==> src/rtl/trdb_packet_decoder.sv <==
// trdb_packet_decoder: reassembles one length-prefixed trace packet and decodes its fields
// Ports:
//   clk_i, rst_i                         clock, synchronous active-high reset
//   byte_valid_i, byte_i, byte_ready_o   byte stream: length byte, then payload bytes MSB-first
//   pkt_valid_o, pkt_ready_i             decoded-packet handshake; all outputs held while valid
//   format_o .. iaddr_o                  decoded fields; fields unused by the format are zero
//   has_addr_o                           packet carried (or reconstructed) an address
//   error_o                              packet malformed; qualified by pkt_valid_o
module trdb_packet_decoder #(
    parameter int XLEN      = 32,
    parameter int PRIV_LEN  = 2,
    parameter int CAUSE_LEN = 5,
    parameter int TVAL_LEN  = 32,
    parameter int MAX_BYTES = 10
) (
    input  logic                 clk_i,
    input  logic                 rst_i,
    input  logic                 byte_valid_i,
    input  logic [7:0]           byte_i,
    output logic                 byte_ready_o,
    output logic                 pkt_valid_o,
    input  logic                 pkt_ready_i,
    output logic [1:0]           format_o,
    output logic [1:0]           subformat_o,
    output logic                 branch_o,
    output logic                 interrupt_o,
    output logic                 thaddr_o,
    output logic                 notify_o,
    output logic                 updiscon_o,
    output logic                 irreport_o,
    output logic                 ienable_o,
    output logic                 encoder_mode_o,
    output logic [1:0]           qual_status_o,
    output logic [2:0]           ioptions_o,
    output logic [PRIV_LEN-1:0]  priv_o,
    output logic [CAUSE_LEN-1:0] ecause_o,
    output logic [TVAL_LEN-1:0]  tval_o,
    output logic [4:0]           branches_o,
    output logic [30:0]          branch_map_o,
    output logic [XLEN-1:0]      iaddr_o,
    output logic                 has_addr_o,
    output logic                 error_o
);
    localparam int BW = MAX_BYTES * 8;
    localparam int T  = BW - 1;
    // bit offset of the interrupt flag within a F3/SF1 payload
    localparam int O_TR = 5 + PRIV_LEN + CAUSE_LEN;
    localparam logic [7:0] L_SF0 = 8'((5 + PRIV_LEN + XLEN + 7) / 8);
    localparam logic [7:0] L_SF1 = 8'((O_TR + 2 + XLEN + TVAL_LEN + 7) / 8);
    localparam logic [7:0] L_SF2 = 8'((4 + PRIV_LEN + 7) / 8);
    localparam logic [7:0] L_SF3 = 8'((11 + 7) / 8);
    localparam logic [7:0] L_F2  = 8'((5 + XLEN + 7) / 8);
    localparam logic [7:0] L_F1A = 8'((41 + XLEN + 7) / 8);
    localparam logic [7:0] L_F1N = 8'((38 + 7) / 8);

    typedef enum logic [1:0] {IDLE, PAYLOAD, DECODE, OUT} state_t;
    state_t state, state_nx;

    logic [7:0]           len, cnt, req;
    logic [BW-1:0]        pl;
    logic [XLEN-1:0]      latest;
    logic                 take, err;
    logic [1:0]           fmt, sf;
    logic                 d_branch, d_interrupt, d_thaddr, d_notify, d_updiscon, d_irreport;
    logic                 d_ienable, d_encoder_mode, d_has;
    logic [1:0]           d_qual_status;
    logic [2:0]           d_ioptions;
    logic [PRIV_LEN-1:0]  d_priv;
    logic [CAUSE_LEN-1:0] d_ecause;
    logic [TVAL_LEN-1:0]  d_tval;
    logic [4:0]           d_branches;
    logic [30:0]          d_map;
    logic [XLEN-1:0]      d_iaddr;

    assign take = byte_valid_i && byte_ready_o;
    assign fmt  = pl[T -: 2];
    assign sf   = pl[T-2 -: 2];

    always_ff @(posedge clk_i) begin
        state <= rst_i ? IDLE : state_nx;
    end

    always_comb begin
        state_nx = state;
        case (state)
            IDLE:    if (take) state_nx = (byte_i == 8'd0) ? DECODE : PAYLOAD;
            PAYLOAD: if (take && cnt == len - 8'd1) state_nx = DECODE;
            DECODE:  state_nx = OUT;
            OUT:     if (pkt_ready_i) state_nx = IDLE;
        endcase
    end

    always_comb begin
        byte_ready_o = (state == IDLE) || (state == PAYLOAD);
        pkt_valid_o  = (state == OUT);
    end

    // The buffer is cleared on every length byte so short packets read as zero-padded.
    // Bytes past MAX_BYTES match no slot and are dropped, but still advance the count.
    always_ff @(posedge clk_i) begin
        if (rst_i) begin
            len <= '0;
            cnt <= '0;
            pl  <= '0;
        end else if (take) begin
            if (state == IDLE) begin
                len <= byte_i;
                cnt <= '0;
                pl  <= '0;
            end else begin
                cnt <= cnt + 8'd1;
                for (int i = 0; i < MAX_BYTES; i++)
                    if (cnt == 8'(i)) pl[T-8*i -: 8] <= byte_i;
            end
        end
    end

    always_comb begin
        req            = 8'd0;
        d_branch       = 1'b0;
        d_interrupt    = 1'b0;
        d_thaddr       = 1'b0;
        d_notify       = 1'b0;
        d_updiscon     = 1'b0;
        d_irreport     = 1'b0;
        d_ienable      = 1'b0;
        d_encoder_mode = 1'b0;
        d_qual_status  = '0;
        d_ioptions     = '0;
        d_priv         = '0;
        d_ecause       = '0;
        d_tval         = '0;
        d_branches     = '0;
        d_map          = '0;
        d_iaddr        = '0;
        d_has          = 1'b0;
        case (fmt)
            2'd3: begin
                case (sf)
                    2'd0: begin
                        req      = L_SF0;
                        d_branch = pl[T-4];
                        d_priv   = pl[T-5 -: PRIV_LEN];
                        d_iaddr  = pl[T-5-PRIV_LEN -: XLEN];
                        d_has    = 1'b1;
                    end
                    2'd1: begin
                        req         = L_SF1;
                        d_branch    = pl[T-4];
                        d_priv      = pl[T-5 -: PRIV_LEN];
                        d_ecause    = pl[T-5-PRIV_LEN -: CAUSE_LEN];
                        d_interrupt = pl[T-O_TR];
                        d_thaddr    = pl[T-O_TR-1];
                        d_iaddr     = pl[T-O_TR-2 -: XLEN];
                        d_tval      = pl[T-O_TR-2-XLEN -: TVAL_LEN];
                        d_has       = 1'b1;
                    end
                    2'd2: begin
                        req    = L_SF2;
                        d_priv = pl[T-4 -: PRIV_LEN];
                    end
                    default: begin
                        req            = L_SF3;
                        d_ienable      = pl[T-4];
                        d_encoder_mode = pl[T-5];
                        d_qual_status  = pl[T-6 -: 2];
                        d_ioptions     = pl[T-8 -: 3];
                    end
                endcase
            end
            2'd2: begin
                req        = L_F2;
                d_iaddr    = pl[T-2 -: XLEN];
                d_notify   = pl[T-2-XLEN];
                d_updiscon = pl[T-3-XLEN];
                d_irreport = pl[T-4-XLEN];
                d_has      = 1'b1;
            end
            2'd1: begin
                d_branches = pl[T-2 -: 5];
                d_map      = pl[T-7 -: 31];
                if (d_branches == 5'd31) begin
                    // full branch map, no address: report the last known address
                    req     = L_F1N;
                    d_iaddr = latest;
                end else begin
                    req        = L_F1A;
                    d_iaddr    = latest + pl[T-38 -: XLEN];
                    d_notify   = pl[T-38-XLEN];
                    d_updiscon = pl[T-39-XLEN];
                    d_irreport = pl[T-40-XLEN];
                    d_has      = 1'b1;
                end
            end
            default: req = 8'd0;
        endcase
        err = (len == 8'd0) || (int'(len) > MAX_BYTES) || (fmt == 2'd0) || (len != req);
    end

    always_ff @(posedge clk_i) begin
        if (rst_i) begin
            format_o       <= '0;
            subformat_o    <= '0;
            branch_o       <= 1'b0;
            interrupt_o    <= 1'b0;
            thaddr_o       <= 1'b0;
            notify_o       <= 1'b0;
            updiscon_o     <= 1'b0;
            irreport_o     <= 1'b0;
            ienable_o      <= 1'b0;
            encoder_mode_o <= 1'b0;
            qual_status_o  <= '0;
            ioptions_o     <= '0;
            priv_o         <= '0;
            ecause_o       <= '0;
            tval_o         <= '0;
            branches_o     <= '0;
            branch_map_o   <= '0;
            iaddr_o        <= '0;
            has_addr_o     <= 1'b0;
            error_o        <= 1'b0;
            latest         <= '0;
        end else if (state == DECODE) begin
            format_o       <= fmt;
            subformat_o    <= (fmt == 2'd3 || err) ? sf : 2'd0;
            branch_o       <= d_branch;
            interrupt_o    <= d_interrupt;
            thaddr_o       <= d_thaddr;
            notify_o       <= d_notify;
            updiscon_o     <= d_updiscon;
            irreport_o     <= d_irreport;
            ienable_o      <= d_ienable;
            encoder_mode_o <= d_encoder_mode;
            qual_status_o  <= d_qual_status;
            ioptions_o     <= d_ioptions;
            priv_o         <= d_priv;
            ecause_o       <= d_ecause;
            tval_o         <= d_tval;
            branches_o     <= d_branches;
            branch_map_o   <= d_map;
            iaddr_o        <= d_iaddr;
            has_addr_o     <= d_has && !err;
            error_o        <= err;
            if (d_has && !err) latest <= d_iaddr;
        end
    end
endmodule
==> config.mk <==
export PLATFORM = sky130hd
export DESIGN_NAME = trdb_packet_decoder
export DESIGN_NICKNAME = d
export VERILOG_FILES = /design/src/rtl/trdb_packet_decoder.sv
export SDC_FILE = /design/constraint.sdc
export NUM_CORES = 1
export LEC_CHECK = 0
export BUFFER_PORTS_ARGS = -buffer_cell sky130_fd_sc_hd__buf_4
export CAP_MARGIN = 10
export CORE_MARGIN = 2
export CORE_UTILIZATION = 31
export CTS_CLUSTER_SIZE = 12
export DETAILED_ROUTE_END_ITERATION = 12
export GPL_TIMING_DRIVEN = 1
export PLACE_DENSITY = 0.47
export SYNTH_ARGS = -nofsm -noshare
export SYNTH_HDL_FRONTEND = slang
export SYNTH_SLANG_ARGS = --single-unit
==> constraint.sdc <==
create_clock -name clk_i -period 6.3 [get_ports clk_i]
set_input_delay 0.315 -clock clk_i [delete_from_list [all_inputs] [get_ports clk_i]]
set_output_delay 0.315 -clock clk_i [all_outputs]
set_load 0.005 [all_outputs]
==> run_results.csv <==
group,metric,value,unit
synth,synthArstFlopShare,0,
die,initial_core_util,0.3122,
clock_tree,cts_root_buffer,"clkbuf_16",
cells_and_area,fin_nets,1695,
clock_tree,cts_buffer_depth,3,
sta,hold_viol,0,
synth,syn_area,12690,um2
setup_path,cp_max_fo,33,
setup_path,r2r-end,"latest[16]",
power_and_ir_drop,vdd_drop_max,0.1411,mV
global_routing,grt_pass1_vias,10845,
sta,slew_headroom,0.3406,
clock_tree,clk_pin_slew,0.06,ns
synth,avgSynthCellArea,8.058,um2
setup_path,critPathBufInv,2,
placement,post-place-ws,2.402,ns
min_path,min_path_cells,3,
clock_tree,cts_buffers,31,
flow_run,maxCapViolations,0,
drt,drt_wl_total,44810,um
min_path,hold_path.class,"primary input to flip-flop",
cells_and_area,final_area,15210,um2
synth,synth_most_common_cell,"dfxtp_1",
setup_path,max_stage_delay,0.76,ns
sta,fin_crit,3.960,ns
clock_tree,cts.sinks,254,
cells_and_area,num_antenna_cells,0,
drt,drtPass1Iterations,6,
clock_tree,insertion_delay,0.57,ns
setup_path,setup.worst_path.start,"pl[78]",
sta,setup_viol,0,
power_and_ir_drop,power_density,305.4,nW/um2
setup_path,worstPathArrival,4.45,ns
sta,finClkSkew,0.01632,ns
power_and_ir_drop,p_leak,5.557,nW
global_routing,grt_overflow,0,
setup_path,path_class,"flip-flop to flip-flop",
global_routing,grt_max_degree,91,
sta,max_freq,252.5,MHz
setup_path,path_cells,"ha_1 -> buf_4 -> nand2_1 -> nor2_2 -> buf_4 -> nor3_1 -> xnor2_1 -> a2111oi_4 -> o311a_2 -> nand2_1 -> o21ai_0",
setup_path,critPathRequiredTime,6.79,ns
synth,yosys.area.top_type,"dfxtp_1",
setup_path,path_delay_family,"compound AO/OA/AOI/OAI gates",
placement,gp_congestion,0.9097,
global_routing,grt_usage,0.2058,
die,io_pins,140,
synth,synth_cell_types,66,
die,rows,74,
die,fp.dieW,206.3,um
run_status,outcome,"finished clean",
clock_tree,cts_tree,"yes",
setup_path,worst_path_max_delay_cell,"o311a_2",
die,die-area,42570,um2
drt,post_drt_wl_per_cell,20.44,um
clock_tree,cts_setup_buffers,0,
drt,drc_errors,0,
synth,ys_top_cells_by_area,"dfxtp_1 (40%), nor2_1 (6.7%), a21oi_1 (6.5%), nand2b_1 (5.4%), ha_1 (4.5%)",
cells_and_area,final_core_util,0.3742,
min_path,hold_end,"len[7]",
clock_tree,cts_hold_buffers,0,
synth,syn_inst,1575,
global_routing,grt_pass1_wl,67230,um
drt,route.vias.total,11541,
global_routing,antenna_found_initial,0,
drt,antenna_left,0,
synth,yosysWarnings,0,
sta,min_period_over_period,0.6286,
synth,yosysSeqAreaShare,0.4007,
drt,viasPerCell,5.265,
die,die_h,206.3,um
cells_and_area,syn2layout_area_growth,19.84,%
clock_tree,htree_levels,1,
drt,first_iter_violations,861,
min_path,hold_start,"byte_i[7]",
synth,ys_top_cells_by_count,"dfxtp_1 (254), nor2_1 (225), a21oi_1 (165)",
placement,place_hpwl,30750,um
setup_path,cp-end-kind,"flip-flop",
die,coreArea,40650,um2
cells_and_area,drive_above_1_share,0.1536,
setup_path,r2r_slack,2.34,ns
setup_path,reg2reg_from,"pl[78]",
synth,synth_ff_type,"dfxtp_1",
sta,maxSlewViolCount,0,
sta,tns,0,ns
sta,worst_slew_pin_slew,0.9891,ns
synth,synth_top_cell_area_share,0.4007,
setup_path,cp-start-kind,"flip-flop",
placement,place_area,14050,um2
sta,setup_ws,2.340,ns
setup_path,ff2ff_path_depth,11,
clock_tree,cts_resized,0,
synth,ys_ff_latch,254,
placement,io_buffers,139,
synth,syn-num-nets,1634,
sta,rsz0062_at_grt,"no",
synth,synth_edf_count,0,
==> tightest hold or removal path, stage by stage <==
cell and delay (ns):
buf_4 0.13, nand2_1 0.05, a21oi_1 0.05
==> sequential cells by signal (all words and copies together), names as in the netlist, 2 cells and up <==
name and flops:
state 2, tval_o 32, len 8, branch_map_o 31, qual_status_o 2, iaddr_o 32
format_o 2, ecause_o 5, branches_o 5, priv_o 2, cnt 8, ioptions_o 3
latest 32, subformat_o 2, pl 78
==> through the flow <==
step	total power, mW	hold WS, ns	cells
2_1_floorplan	2.375	0.4460	1575
3_3_place_gp	2.681	0.4473	2135
3_5_place_dp	2.686	0.4586	2135
4_1_cts	4.702	0.006301	2192
5_1_grt	4.842	0.03241	2192
6_report	4.644	0.03350	2192
==> power breakdown <==
part           switching (mW)  total [mW]  leakage [nW]  internal [mW]
registers              0.0591        1.70          2.05           1.64
logic                   0.673       0.944          2.96          0.271
clock network           0.732        2.00         0.552           1.27
total                    1.46        4.64          5.56           3.18
==> cell usage in the layout, fill, tap and decap left out, drive strengths merged, types with 7 or more instances in the layout <==
cell type / synthesis / routed
inv: 26 / 27
a31oi: 81 / 81
a22o: 7 / 7
xor2: 17 / 17
nand3b: 11 / 11
mux2: 23 / 23
mux2i: 27 / 27
a21oi: 165 / 165
nand2: 116 / 116
xnor2: 25 / 25
and3: 7 / 7
nor2: 225 / 225
a222oi: 24 / 24
a211oi: 13 / 13
buf: 23 / 153
o21ai: 56 / 56
bufinv: 0 / 7
a21o: 10 / 10
ha: 46 / 46
nor2b: 9 / 9
nand3: 110 / 110
dfxtp: 254 / 254
a221oi: 8 / 8
nor3: 12 / 12
clkbuf: 102 / 41
nand2b: 110 / 110
==> cell families (layout without fill, tap and decap cells) <==
family	after synthesis	after routing	share of synthesized area
and+or+nand+nor	631	631	0.2360
AOI/OAI and AO/OA	400	400	0.1987
DFF	254	254	0.4007
buffers and inverters	151	236	0.04703
muxes	50	50	0.04170
adders and majority gates	47	47	0.04693
xor gates and xnor gates	42	42	0.02899
==> per-layer routing <==
| layer | share of wire | routed length (um) | up-vias | track usage |
|---|---|---|---|---|
| met5 | 0 | 0 | - | 0 |
| met4 | 0.021 | 936 | 0 | 0.05638 |
| met3 | 0.045 | 2035 | 59 | 0.02302 |
| met2 | 0.44 | 19930 | 283 | 0.3241 |
| met1 | 0.49 | 21910 | 5511 | 0.2963 |
| li1 | - | - | 5688 | - |
==> worst max-delay path by stage <==
| stage | cells after the start | to | slack, ns |
|---|---|---|---|
| 2_1_floorplan | 13 | iaddr_o[30] | 3.72 |
| 3_3_place_gp | 12 | latest[23] | 2.50 |
| 3_5_place_dp | 11 | latest[16] | 2.40 |
| 4_1_cts | 12 | latest[16] | 2.33 |
| 5_1_grt | 12 | latest[16] | 2.00 |
| 6_report | 11 | latest[16] | 2.34 |
==> cell type report <==
cell class | count | area, um2
Timing Repair Buffer | 153 | 1152
Clock buffer | 41 | 883.3
Multi-Input combinational cell | 1170 | 7049
Clock inverter | 16 | 275.3
Tap cell | 532 | 665.6
Sequential cell | 254 | 5085
Fill cell | 4239 | 25440
Inverter | 26 | 97.59
(Power assumes the default switching activity.)
